**config.mk**
```make
export PLATFORM = sky130hd
export DESIGN_NAME = exec_sequencer
export DESIGN_NICKNAME = d
export VERILOG_FILES = /design/src/rtl/exec_seq_pkg.sv /design/src/rtl/exec_sequencer_lsu_align.sv /design/src/rtl/exec_sequencer.sv
export SDC_FILE = /design/constraint.sdc
export NUM_CORES = 1
export LEC_CHECK = 0
export CORE_MARGIN = 2
export CORE_UTILIZATION = 45
export CTS_CLUSTER_DIAMETER = 60
export CTS_CLUSTER_SIZE = 30
export DETAILED_ROUTE_END_ITERATION = 12
export PLACE_DENSITY = 0.86
export SETUP_SLACK_MARGIN = 0.1
export SLEW_MARGIN = 20
export SYNTH_ARGS = -nofsm -noshare
export SYNTH_HDL_FRONTEND = slang
export SYNTH_SLANG_ARGS = --single-unit
export TNS_END_PERCENT = 10
```
**constraint.sdc**
```tcl
create_clock -name clk -period 9.4 [get_ports clk]
set_input_delay 2.82 -clock clk [delete_from_list [all_inputs] [get_ports clk]]
set_output_delay 2.82 -clock clk [all_outputs]
set_load 0.02 [all_outputs]
```
**src/rtl/exec_seq_pkg.sv**
```systemverilog
// Shared types and opcode constants for the execution sequencer and its
// load/store alignment unit.
package exec_seq_pkg;

  typedef enum logic [2:0] {
    S_RESET = 3'd0,
    S_FETCH = 3'd1,
    S_EXEC  = 3'd2,
    S_MEM   = 3'd3,
    S_WB    = 3'd4,
    S_HALT  = 3'd5
  } state_e;

  localparam logic [5:0] OP_LB   = 6'b010011;
  localparam logic [5:0] OP_LH   = 6'b010100;
  localparam logic [5:0] OP_LW   = 6'b010101;
  localparam logic [5:0] OP_LBU  = 6'b010110;
  localparam logic [5:0] OP_LHU  = 6'b010111;
  localparam logic [5:0] OP_SB   = 6'b011000;
  localparam logic [5:0] OP_SH   = 6'b011001;
  localparam logic [5:0] OP_SW   = 6'b011010;
  localparam logic [5:0] OP_JAL  = 6'b100001;
  localparam logic [5:0] OP_JALR = 6'b100010;

  typedef enum logic [1:0] {
    SZ_BYTE = 2'd0,
    SZ_HALF = 2'd1,
    SZ_WORD = 2'd2
  } size_e;

  typedef struct packed {
    size_e size;
    logic  sext;
  } width_t;

  // Unknown opcodes fall back to an unsigned word access.
  function automatic width_t op_width(input logic [5:0] op);
    width_t w;
    w.size = SZ_WORD;
    w.sext = 1'b0;
    case (op)
      OP_LB:         begin w.size = SZ_BYTE; w.sext = 1'b1; end
      OP_LBU, OP_SB: w.size = SZ_BYTE;
      OP_LH:         begin w.size = SZ_HALF; w.sext = 1'b1; end
      OP_LHU, OP_SH: w.size = SZ_HALF;
      default:       ;
    endcase
    return w;
  endfunction

endpackage

```
**src/rtl/exec_sequencer_lsu_align.sv**
```systemverilog
// Combinational lane logic: store data steering and strobes, load lane
// select with extension, and natural-alignment check for a pending access.
module lsu_align
  import exec_seq_pkg::*;
(
  input  width_t      width_i,
  input  logic [1:0]  addr_lo_i,
  input  logic [31:0] sdata_i,
  input  logic [31:0] rdata_i,
  input  width_t      chk_width_i,
  input  logic [1:0]  chk_addr_lo_i,
  output logic [31:0] wdata_o,
  output logic [3:0]  wstrb_o,
  output logic [31:0] ldata_o,
  output logic        misaligned_o
);

  logic [7:0]  byte_sel;
  logic [15:0] half_sel;

  always_comb begin
    wdata_o = sdata_i;
    wstrb_o = 4'hF;
    case (width_i.size)
      SZ_BYTE: begin
        wdata_o = {4{sdata_i[7:0]}};
        wstrb_o = 4'b0001 << addr_lo_i;
      end
      SZ_HALF: begin
        wdata_o = {2{sdata_i[15:0]}};
        wstrb_o = 4'b0011 << addr_lo_i;
      end
      default: ;
    endcase
  end

  always_comb begin
    case (addr_lo_i)
      2'd0:    byte_sel = rdata_i[7:0];
      2'd1:    byte_sel = rdata_i[15:8];
      2'd2:    byte_sel = rdata_i[23:16];
      default: byte_sel = rdata_i[31:24];
    endcase
    half_sel = addr_lo_i[1] ? rdata_i[31:16] : rdata_i[15:0];
    case (width_i.size)
      SZ_BYTE: ldata_o = {{24{width_i.sext & byte_sel[7]}}, byte_sel};
      SZ_HALF: ldata_o = {{16{width_i.sext & half_sel[15]}}, half_sel};
      default: ldata_o = rdata_i;
    endcase
  end

  assign misaligned_o = ((chk_width_i.size == SZ_HALF) && chk_addr_lo_i[0]) ||
                        ((chk_width_i.size == SZ_WORD) && (chk_addr_lo_i != 2'b00));

endmodule

```
**src/rtl/exec_sequencer.sv**
```systemverilog
// Multi-cycle control FSM: fetches over a shared single-port memory, sequences
// load/store, register write-back and PC update from the ALU's evaluation.
module exec_sequencer
  import exec_seq_pkg::*;
#(
  parameter logic [31:0] RESET_PC  = 32'h0000_0000,
  parameter logic [31:0] HALT_WORD = 32'h0000_0073
) (
  input  logic        clk,
  input  logic        rst,
  output logic        mem_req,
  output logic        mem_we,
  output logic [31:0] mem_addr,
  output logic [31:0] mem_wdata,
  output logic [3:0]  mem_wstrb,
  input  logic        mem_ready,
  input  logic [31:0] mem_rdata,
  output logic [31:0] pc,
  output logic [31:0] instr,
  input  logic [5:0]  alu_op,
  input  logic        alu_load,
  input  logic        alu_store,
  input  logic        alu_wr_en,
  input  logic        alu_jump,
  input  logic        alu_branch,
  input  logic [31:0] alu_result,
  input  logic [31:0] alu_mem_addr,
  input  logic [31:0] alu_br_off,
  input  logic [31:0] alu_jump_tgt,
  input  logic [31:0] rs2_data,
  output logic        rf_we,
  output logic [31:0] rf_wdata,
  output logic        halted,
  output logic        trap,
  output logic [31:0] instret,
  output state_e      dbg_state
);

  // Memory handshake: a transfer completes on a rising edge where mem_req and
  // mem_ready are both high; request fields are held constant until then.

  state_e      state_q, state_d;
  logic [31:0] pc_q, pc_d;
  logic [31:0] instr_q, instr_d;
  logic [31:0] instret_q, instret_d;
  logic        trap_q, trap_d;
  logic [31:0] addr_q, addr_d;
  width_t      width_q, width_d;
  logic        store_q, store_d;
  logic [31:0] sdata_q, sdata_d;
  logic [31:0] rdata_q, rdata_d;

  logic [31:0] next_pc;
  logic [31:0] lsu_wdata;
  logic [3:0]  lsu_wstrb;
  logic [31:0] lsu_ldata;
  logic        lsu_mis;
  width_t      exec_width;

  // alu_jump is redundant with the JAL/JALR opcode decode used below.
  logic unused_jump;
  assign unused_jump = alu_jump;

  assign exec_width = op_width(alu_op);

  lsu_align u_lsu_align (
    .width_i       (width_q),
    .addr_lo_i     (addr_q[1:0]),
    .sdata_i       (sdata_q),
    .rdata_i       (rdata_q),
    .chk_width_i   (exec_width),
    .chk_addr_lo_i (alu_mem_addr[1:0]),
    .wdata_o       (lsu_wdata),
    .wstrb_o       (lsu_wstrb),
    .ldata_o       (lsu_ldata),
    .misaligned_o  (lsu_mis)
  );

  always_comb begin
    if (alu_op == OP_JALR)     next_pc = alu_jump_tgt & ~32'h1;
    else if (alu_op == OP_JAL) next_pc = pc_q + alu_jump_tgt;
    else if (alu_branch)       next_pc = pc_q + alu_br_off;
    else                       next_pc = pc_q + 32'd4;
  end

  always_ff @(posedge clk or posedge rst) begin
    if (rst) begin
      state_q   <= S_RESET;
      pc_q      <= RESET_PC;
      instr_q   <= '0;
      instret_q <= '0;
      trap_q    <= 1'b0;
      addr_q    <= '0;
      width_q   <= '0;
      store_q   <= 1'b0;
      sdata_q   <= '0;
      rdata_q   <= '0;
    end else begin
      state_q   <= state_d;
      pc_q      <= pc_d;
      instr_q   <= instr_d;
      instret_q <= instret_d;
      trap_q    <= trap_d;
      addr_q    <= addr_d;
      width_q   <= width_d;
      store_q   <= store_d;
      sdata_q   <= sdata_d;
      rdata_q   <= rdata_d;
    end
  end

  always_comb begin
    state_d   = state_q;
    pc_d      = pc_q;
    instr_d   = instr_q;
    instret_d = instret_q;
    trap_d    = trap_q;
    addr_d    = addr_q;
    width_d   = width_q;
    store_d   = store_q;
    sdata_d   = sdata_q;
    rdata_d   = rdata_q;
    mem_req   = 1'b0;
    mem_we    = 1'b0;
    mem_addr  = '0;
    mem_wdata = '0;
    mem_wstrb = '0;
    rf_we     = 1'b0;
    rf_wdata  = '0;
    halted    = 1'b0;
    case (state_q)
      S_RESET: state_d = S_FETCH;
      S_FETCH: begin
        mem_req  = 1'b1;
        mem_addr = pc_q;
        if (mem_ready) begin
          instr_d = mem_rdata;
          state_d = (mem_rdata == HALT_WORD) ? S_HALT : S_EXEC;
        end
      end
      S_EXEC: begin
        if (alu_load || alu_store) begin
          if (lsu_mis) begin
            trap_d  = 1'b1;
            state_d = S_HALT;
          end else begin
            addr_d  = alu_mem_addr;
            width_d = exec_width;
            store_d = alu_store;
            sdata_d = rs2_data;
            state_d = S_MEM;
          end
        end else if (next_pc[1:0] != 2'b00) begin
          // Unaligned control transfer: stop without retiring the instruction.
          trap_d  = 1'b1;
          state_d = S_HALT;
        end else begin
          rf_we     = alu_wr_en;
          rf_wdata  = alu_result;
          pc_d      = next_pc;
          instret_d = instret_q + 32'd1;
          state_d   = S_FETCH;
        end
      end
      S_MEM: begin
        mem_req  = 1'b1;
        mem_we   = store_q;
        mem_addr = {addr_q[31:2], 2'b00};
        if (store_q) begin
          mem_wdata = lsu_wdata;
          mem_wstrb = lsu_wstrb;
        end
        if (mem_ready) begin
          if (store_q) begin
            pc_d      = pc_q + 32'd4;
            instret_d = instret_q + 32'd1;
            state_d   = S_FETCH;
          end else begin
            rdata_d = mem_rdata;
            state_d = S_WB;
          end
        end
      end
      S_WB: begin
        rf_we     = 1'b1;
        rf_wdata  = lsu_ldata;
        pc_d      = pc_q + 32'd4;
        instret_d = instret_q + 32'd1;
        state_d   = S_FETCH;
      end
      S_HALT: halted = 1'b1;
      default: state_d = S_RESET;
    endcase
  end

  assign pc        = pc_q;
  assign instr     = instr_q;
  assign instret   = instret_q;
  assign trap      = trap_q;
  assign dbg_state = state_q;

endmodule

```
==> results.sh, run 1 <==
export IMPL_crit_fanout=33
export IMPL_clkTransAtPathRegs_ns=0.07
export IMPL_stdcell_count=2487
export IMPL_start_util_pct=45.4
export IMPL_slew_headroom_pct=26.2
export IMPL_ioPinCount=410
export IMPL_reg2reg_from="dbg_state[1]"
export IMPL_dieWidth_um=185
export IMPL_clock_sinks=200
export IMPL_wirelength_mm=54.5
export IMPL_port_buffers=408
export IMPL_setup_viol=0
export IMPL_postCtsSetupRepairBufs=0
export IMPL_yosys_most_used_dff="dfrtp_1"
export IMPL_dieHeight_um=185
export IMPL_outcome="completed"
export IMPL_regToRegSetupSlack_ns=4.81
export IMPL_cts_root_buffer="clkbuf_16"
export IMPL_grt_pass1_wl_mm=80.7
export IMPL_rsz0062_at_grt="false"
export IMPL_synth_top_area_cell="dfrtp_1"
export IMPL_power_uw=5550
export IMPL_setup_worst_path_start="alu_op[2]"
export IMPL_yosysSeqAreaShare_pct=34.0
export IMPL_antenna_found_initial=1
export IMPL_syn_nets=1950
export IMPL_gp_congestion=0.978
export IMPL_synth_top_cell_area_share_pct=34.0
export IMPL_endpoint_kind="output port"
export IMPL_fin_worst_skew_ns=0.0236
export IMPL_cts_buffer_depth=2
export IMPL_track_usage_pct=30.7
export IMPL_syn_inst=1678
export IMPL_holdPathEnd="trap"
export IMPL_arrival_ns=6.08
export IMPL_hold_start="trap"
export IMPL_setup_worst_path_class="in -> out"
export IMPL_drv_cap=0
export IMPL_core_area_mm2=0.0324
export IMPL_cp_start_kind="input port"
export IMPL_hold_viol=0
export IMPL_yosysWarnings=0
export IMPL_fillers=2738
export IMPL_powerDensity_mw_per_mm2=281
export IMPL_worst_slew_pin_slew_ns=1.10
export IMPL_yosysUniqueCellTypes=73
export IMPL_drc_errors=0
export IMPL_hold_depth=1
export IMPL_firstDrtPassIters=5
export IMPL_cts_tree="yes"
export IMPL_grt_overflow_total=0
export IMPL_hold_path_class="reg -> reg"
export IMPL_r2r_cells=12
export IMPL_slew_viol_final=0
export IMPL_grt_pass1_vias=14400
export IMPL_timing_rr_end="instret[31]"
export IMPL_syn_area_mm2=0.0147
export IMPL_via_per_inst=6.07
export IMPL_grt_start_max_net_pins=149
export IMPL_vias=15100
export IMPL_p_leak_uw=0.00824
export IMPL_synth_common_cells="200 x dfrtp_1, 179 x nor2_1, 170 x nand2_1, 134 x a21oi_1, 132 x mux2_2"
export IMPL_synth_seq_cells=200
export IMPL_period_share_pct=94.7
export IMPL_worstPathRequired_ns=6.58
export IMPL_fin_tns_setup_ns=0
export IMPL_wire_per_inst_um=21.9
export IMPL_clk_latency_ns=0.45
export IMPL_first_iter_violations=1394
export IMPL_numCtsBuffers=17
export IMPL_fmax_mhz=112
export IMPL_antenna_left=0
export IMPL_final_layout_size_suffix_gt1_share_pct=10.0
export IMPL_ys_top_cells_by_area="dfrtp_1 34%, mux2_2 10%, ha_1 5.4%, nor2_1 4.6%, a21oi_1 4.6%"
export IMPL_fin_nets=2303
export IMPL_hold_buffers=0
export IMPL_async_flop_share_pct=100
export IMPL_dp_cells=2454
export IMPL_dieArea_mm2=0.0341
export IMPL_min_period_ns=8.90
export IMPL_core_rowCount=66
export IMPL_ctsHtreeMaxLevel=4
export IMPL_dp_hpwl_mm=40.7
export IMPL_synth_edff_count=0
export IMPL_yosysMostFrequentCell="dfrtp_1"
export IMPL_syn_to_final_growth_pct=34.5
export IMPL_avgSynthCellArea_um2=8.76
export IMPL_cts_repair_resized=0
export IMPL_vdd_ir_drop_max_mv=0.223
[final cells by class]
class                      count  area [um^2]  area share (%)
inverter                      32          133           0.671
timing repair buffer         427         4230            21.4
antenna                        1         2.50          0.0127
multi-input combinational   1353         9250            46.8
sequential                   200         5010            25.3
clock inverter                14          164           0.829
tap                          442          553            2.80
clock buffer                  18          439            2.22
[stage by stage]
stage               area [um^2]  util [%]  hold WS [ns]  setup slack [ns]
global route              19800      61.1         0.497             0.383
global placement          19200      59.2         0.455             0.641
detailed placement        19200      59.2         0.450             0.508
floorplan                 14700         -         0.457              1.13
finish                    19800      61.1         0.467             0.496
CTS                       19800      61.1         0.468             0.503
[critical path: stages]
cell,delay [ns]
clkdlybuf4s50_1,0.54
or4b_1,0.70
or2_1,0.30
o31a_1,0.34
a21oi_4,0.18
buf_4,0.34
nand2_1,0.11
nand2_1,0.09
clkdlybuf4s50_1,0.64
[cell usage in the layout, fill, tap and decap left out, types with 31 or more instances in the layout]
| cell | n |
|---|---|
| a21o_1 | 33 |
| a21oi_1 | 133 |
| clkdlybuf4s50_1 | 408 |
| dfrtp_1 | 199 |
| ha_1 | 64 |
| inv_1 | 31 |
| mux2_2 | 132 |
| mux2i_1 | 65 |
| nand2_1 | 169 |
| nand3_1 | 46 |
| nor2_1 | 177 |
| o21ai_0 | 106 |
| xnor2_1 | 70 |
| xor2_1 | 35 |
[power by group]
part / switching, uW / total [uW] / internal, uW
clock network: 381 / 767 / 386
logic: 1690 / 3130 / 1440
registers: 449 / 1650 / 1200
total: 2520 / 5550 / 3030
[kinds of logic (layout without fill, tap and decap cells)]
family	Yosys count	count (layout)	share of synthesized area, %
other	0	1	0
adders and majority gates	66	66	5.72
AOI/OAI and AO/OA	442	442	18.9
DFF	200	200	34.0
xor gates and xnor gates	105	105	6.25
buffers and inverters	125	491	3.28
and+or+nand+nor	542	542	17.1
muxes	198	198	14.7
[registers in the layout, indices dropped and copies added (netlist names)]
signal / flops
addr_q: 32
pc: 32
store_q: 1
instr: 32
trap: 1
sdata_q: 32
dbg_state: 3
rdata_q: 32
instret: 32
width_q: 3
[routing by layer]
metal	GRT usage, %	vias up	routed length (um)
met5	0	-	13
met1	40.6	7281	22400
met4	13.0	2	2370
met3	5.72	168	4680
met2	49.2	828	25100
li1	-	6818	-
[worst max-delay path by stage]
| stage | cells past startpoint | end |
|---|---|---|
| floorplan | 1 | addr_q[0] |
| CTS | 9 | rf_wdata[3] |
| finish | 9 | rf_wdata[3] |
| global route | 9 | rf_wdata[14] |
| detailed placement | 9 | rf_wdata[3] |
| global placement | 9 | rf_wdata[12] |
(Power assumes the default switching activity.)
==> run 2, diff against run 1 <==
--- a/config.mk
+++ b/config.mk
@@ -5,14 +5,12 @@
 export SDC_FILE = /design/constraint.sdc
 export NUM_CORES = 1
 export LEC_CHECK = 0
-export CORE_MARGIN = 2
 export CORE_UTILIZATION = 45
 export CTS_CLUSTER_DIAMETER = 60
 export CTS_CLUSTER_SIZE = 30
 export DETAILED_ROUTE_END_ITERATION = 12
 export PLACE_DENSITY = 0.86
 export SETUP_SLACK_MARGIN = 0.1
-export SLEW_MARGIN = 20
 export SYNTH_ARGS = -nofsm -noshare
 export SYNTH_HDL_FRONTEND = slang
 export SYNTH_SLANG_ARGS = --single-unit
==> run 2 against run 1 <==
Compared with the run above:
- combinational power about the same
- clock skew down 0.0058 ns
- non-clock buffer count up 2
- setup slack worse by 0.16 ns
- critical path depth unchanged
- power down 1.0%
- flip-flop and latch count unchanged
- core utilization up 0.89 points
- maximum frequency down 1.8%
- first-iteration DRC count up 6.2%
- global-route usage up 0.56 points
- final cell count down 0.24%
- critical path type unchanged
- largest power group unchanged
==> results.sh, run 2 (synthesis results as in run 1) <==
export IMPL_cp_start_kind="input port"
export IMPL_powerDensity_mw_per_mm2=278
export IMPL_final_cell_mix="408 x clkdlybuf4s50_1, 199 x dfrtp_1, 177 x nor2_1"
export IMPL_hold_worst_slack_ns=0.495
export IMPL_postCtsSetupRepairBufs=0
export IMPL_drc_errors=0
export IMPL_clkTransAtPathRegs_ns=0.08
export IMPL_antenna_left=0
export IMPL_fin_nets=2305
export IMPL_arrival_ns=6.25
export IMPL_dieHeight_um=183
export IMPL_ioPinCount=410
export IMPL_cts_root_buffer="clkbuf_16"
export IMPL_multiInputGateArea_mm2=0.00925
export IMPL_dp_hpwl_mm=39.9
export IMPL_slew_headroom_pct=28.6
export IMPL_min_period_ns=9.07
export IMPL_hold_path_class="reg -> reg"
export IMPL_track_usage_pct=31.3
export IMPL_via_per_inst=6.01
export IMPL_syn_to_final_growth_pct=34.3
export IMPL_final_layout_size_suffix_gt1_share_pct=10.1
export IMPL_fmax_mhz=110
export IMPL_hold_start="instret[31]"
export IMPL_fin_worst_skew_ns=0.0178
export IMPL_final_core_util_pct=62.0
export IMPL_worstPathRequired_ns=6.58
export IMPL_firstDrtPassIters=6
export IMPL_dieWidth_um=183
export IMPL_numCtsBuffers=17
export IMPL_wire_per_inst_um=21.3
export IMPL_dieArea_mm2=0.0334
export IMPL_vdd_ir_drop_max_mv=0.214
export IMPL_cts_repair_resized=0
export IMPL_cts_tree="yes"
export IMPL_worst_slew_pin_slew_ns=1.06
export IMPL_port_buffers=408
export IMPL_grt_pass1_vias=14400
export IMPL_wirelength_mm=52.9
export IMPL_endpoint_kind="output port"
export IMPL_gp_congestion=0.960
export IMPL_setup_worst_path_start="alu_op[3]"
export IMPL_ctsHtreeMaxLevel=4
export IMPL_cts_buffer_depth=2
export IMPL_vias=14900
export IMPL_grt_overflow_total=0
export IMPL_outcome="completed"
export IMPL_fin_tns_setup_ns=0
export IMPL_crit_fanout=18
export IMPL_hold_viol=0
export IMPL_setup_worst_path_class="in -> out"
export IMPL_rsz0062_at_grt="false"
export IMPL_antenna_found_initial=1
export IMPL_core_rowCount=65
export IMPL_drv_cap=0
export IMPL_clock_sinks=200
export IMPL_fillers=2704
export IMPL_core_area_mm2=0.0319
export IMPL_mostFrequentLayoutCell="clkdlybuf4s50_1"
export IMPL_p_leak_uw=0.00823
export IMPL_grt_pass1_wl_mm=81.2
export IMPL_grt_start_max_net_pins=76
export IMPL_period_share_pct=96.4
export IMPL_setup_viol=0
export IMPL_first_iter_violations=1481
export IMPL_ff_latch_area_mm2=0.00501
export IMPL_reg2reg_from="dbg_state[1]"
export IMPL_slew_viol_final=0
export IMPL_clk_latency_ns=0.44
export IMPL_start_util_pct=46.1
export IMPL_hold_buffers=0
-- run 2: worst paths after layout --
check | to | slack (ns) | cells past startpoint
worst max register to register | instret[31] | 4.77 | 12
min in group asynchronous | sdata_q[19] | 2.84 | 2
worst min-delay path | instret[31] | 0.49 | 1
max in group asynchronous | dbg_state[1] | 5.18 | 3
worst max-delay path | rf_wdata[11] | 0.33 | 9
worst min register to register | instret[31] | 0.49 | 1
-- run 2: metrics by stage --
step                total power [uW]  area [um^2]  worst slack, ns  std cells
floorplan                       3530        14700             1.13       1678
global placement                4610        19200            0.457       2449
detailed placement              4710        19200            0.348       2449
CTS                             5470        19800            0.334       2480
global route                    5820        19800            0.234       2481
finish                          5490        19800            0.334       2481
-- run 2: layer usage --
| layer | vias to the layer above | GRT usage (%) | wire length, um |
|---|---|---|---|
| li1 | 6828 | - | - |
| met3 | 125 | 6.27 | 4750 |
| met5 | - | 0 | 0 |
| met2 | 820 | 50.7 | 25000 |
| met1 | 7136 | 40.8 | 21400 |
| met4 | 0 | 12.6 | 1800 |
-- run 2: cell type report --
cell class              instances  share of cell area, %
diodes                          1                 0.0127
clock buffers                  18                   2.22
clock inverters                13                  0.678
inverters                      32                  0.646
multi-input cells            1353                   46.8
flip-flops and latches        200                   25.3
well taps                     435                   2.76
repair buffers                429                   21.5
-- run 2: report_power, final --
group	leakage, uW	internal, uW	switching, uW
sequential	0.00248	1200	445
combinational	0.00547	1440	1660
clock	0.000277	361	378
-- run 2: critical path, cell delays in order --
cell             delay, ns
clkdlybuf4s50_1       0.52
or4b_1                0.71
or2_1                 0.29
o31a_1                0.33
a21oi_4               0.53
buf_12                0.22
nand2_1               0.06
o21ai_0               0.08
clkdlybuf4s50_1       0.65
==> run 3, diff against run 2 <==
--- a/config.mk
+++ b/config.mk
@@ -5,11 +5,14 @@
 export SDC_FILE = /design/constraint.sdc
 export NUM_CORES = 1
 export LEC_CHECK = 0
+export CAP_MARGIN = 40
 export CORE_UTILIZATION = 45
 export CTS_CLUSTER_DIAMETER = 60
 export CTS_CLUSTER_SIZE = 30
 export DETAILED_ROUTE_END_ITERATION = 12
-export PLACE_DENSITY = 0.86
+export DONT_BUFFER_PORTS = 1
+export GPL_TIMING_DRIVEN = 0
+export PLACE_DENSITY = 0.7
 export SETUP_SLACK_MARGIN = 0.1
 export SYNTH_ARGS = -nofsm -noshare
 export SYNTH_HDL_FRONTEND = slang
==> run 3 against run 2 <==
Compared with the run above:
- maximum frequency rose by 2.2%
- setup slack better by 0.19 ns
- core utilization down 12 points
- final area is 19% lower
- via count is 7.4% lower
- hold slack improved by 0.015 ns
- clock-buffer cell count up 1
- non-clock buffer count decreased by 327
- sequential share of layout area up 6.1 points
- largest cell class unchanged
- largest power group unchanged
==> results.sh, run 3 (synthesis results as in run 1) <==
export IMPL_outcome="completed"
export IMPL_syn_to_final_growth_pct=8.40
export IMPL_max_stage_delay_ns=0.73
export IMPL_clock_sinks=200
export IMPL_core_rowCount=65
export IMPL_hold_worst_slack_ns=0.510
export IMPL_cp_cell_sequence="or4b_1 > or2_1 > buf_2 > o31a_1 > a21oi_2 > buf_2 > clkbuf_1 > nand2_1 > o21ai_0"
export IMPL_worst_slew_pin_slew_ns=0.949
export IMPL_worstPathRequired_ns=6.58
export IMPL_fin_nets=1978
export IMPL_cts_root_buffer="clkbuf_16"
export IMPL_critical_path_top_delay_family="buffers and inverters"
export IMPL_dieWidth_um=183
export IMPL_ff_latch_area_mm2=0.00500
export IMPL_via_per_inst=6.40
export IMPL_grt_overflow_total=0
export IMPL_wire_per_inst_um=25.5
export IMPL_cpMostUsedCell="buf_2"
export IMPL_fmax_mhz=113
export IMPL_dieArea_mm2=0.0334
export IMPL_arrival_ns=6.05
export IMPL_drv_cap=0
export IMPL_fillers=3042
export IMPL_cts_repair_resized=0
export IMPL_track_usage_pct=32.3
export IMPL_final_layout_size_suffix_gt1_share_pct=11.3
export IMPL_final_cell_mix="200 x dfrtp_1, 179 x nor2_1, 170 x nand2_1"
export IMPL_dieHeight_um=183
export IMPL_worst_path_buf_inv=3
export IMPL_power_uw=5080
export IMPL_setup_worst_path_class="in -> out"
export IMPL_crit_fanout=10
export IMPL_wirelength_mm=55.1
export IMPL_ctsHtreeMaxLevel=4
export IMPL_slew_headroom_pct=36.7
export IMPL_hold_path_class="reg -> reg"
export IMPL_crit_slowest_cell="clkbuf_1"
export IMPL_grt_pass1_vias=13300
export IMPL_dp_hpwl_mm=43.5
export IMPL_grt_pass1_wl_mm=81.6
export IMPL_endpoint_kind="output port"
export IMPL_cp_start_kind="input port"
export IMPL_vdd_ir_drop_max_mv=0.180
export IMPL_antenna_found_initial=6
export IMPL_multiInputGateArea_mm2=0.00922
export IMPL_grt_start_max_net_pins=111
export IMPL_firstDrtPassIters=5
export IMPL_regToRegSetupSlack_ns=5.09
export IMPL_setup_viol=0
export IMPL_slew_viol_final=0
export IMPL_rsz0062_at_grt="false"
export IMPL_vias=13800
export IMPL_mostFrequentLayoutCell="dfrtp_1"
export IMPL_ioPinCount=410
export IMPL_core_area_mm2=0.0319
export IMPL_postCtsSetupRepairBufs=0
export IMPL_hold_buffers=0
export IMPL_antenna_left=0
export IMPL_clkTransAtPathRegs_ns=0.08
export IMPL_clk_latency_ns=0.44
export IMPL_fin_worst_skew_ns=0.0148
export IMPL_hold_viol=0
export IMPL_first_iter_violations=1188
export IMPL_cts_tree="yes"
export IMPL_cts_buffer_depth=2
export IMPL_powerDensity_mw_per_mm2=319
export IMPL_numCtsBuffers=17
export IMPL_period_share_pct=94.4
export IMPL_start_util_pct=46.1
export IMPL_gp_congestion=0.988
export IMPL_p_leak_uw=0.00676
export IMPL_port_buffers=0
export IMPL_min_period_ns=8.87
export IMPL_drc_errors=0
## run 3: path summary, 6_finish.rpt
path	cells after the start	startpoint	to
worst max-delay path	9	alu_op[3]	rf_wdata[12]
worst min-delay path	1	addr_q[7]	addr_q[7]
worst max register to register	11	pc[0]	pc[24]
worst min register to register	1	addr_q[7]	addr_q[7]
max in group asynchronous	2	rst	rdata_q[15]
min in group asynchronous	1	rst	addr_q[25]
## run 3: worst reg2reg max path: cells and delay by family, from the launching register on
kind	cells	cell delay, ns
and+or+nand+nor	2	0.61
AOI/OAI and AO/OA	6	2.10
xor gates and xnor gates	1	0.15
adders and majority gates	2	0.76
DFF	1	0.54
## run 3: power by group
group | total (uW) | internal [uW] | switching, uW | leakage [uW]
sequential | 1800 | 1200 | 595 | 0.00248
clock | 745 | 382 | 363 | 0.000281
combinational | 2540 | 1000 | 1540 | 0.00400
total | 5080 | 2580 | 2500 | 0.00676
## run 3: stage by stage
step | instance area [um^2] | util [%] | instances | setup slack, ns | setup TNS [ns]
finish | 15900 | 50.0 | 2157 | 0.528 | 0
global route | 15900 | 50.0 | 2155 | 0.453 | 0
CTS | 15900 | 50.0 | 2154 | 0.534 | 0
detailed placement | 15400 | 48.2 | 2122 | 0.538 | 0
global placement | 15200 | 47.8 | 2113 | -1.24 | -241.94
floorplan | 14700 | - | 1678 | 1.13 | 0
## run 3: layout make-up
cell class	instances	share of cell area, %
multi-input combinational	1353	57.8
sequential	200	31.4
tap	435	3.41
clock buffer	19	2.78
buffer	93	2.27
clock inverter	13	0.863
inverter	32	0.801
timing repair buffer	9	0.597
antenna	3	0.0471
## run 3: layer usage
| metal | up-vias | track usage, % | wire [um] |
|---|---|---|---|
| met2 | 749 | 50.3 | 24800 |
| met1 | 6771 | 42.9 | 23100 |
| met5 | - | 0 | 23 |
| li1 | 6180 | - | - |
| met3 | 99 | 9.67 | 5660 |
| met4 | 4 | 10.0 | 1450 |
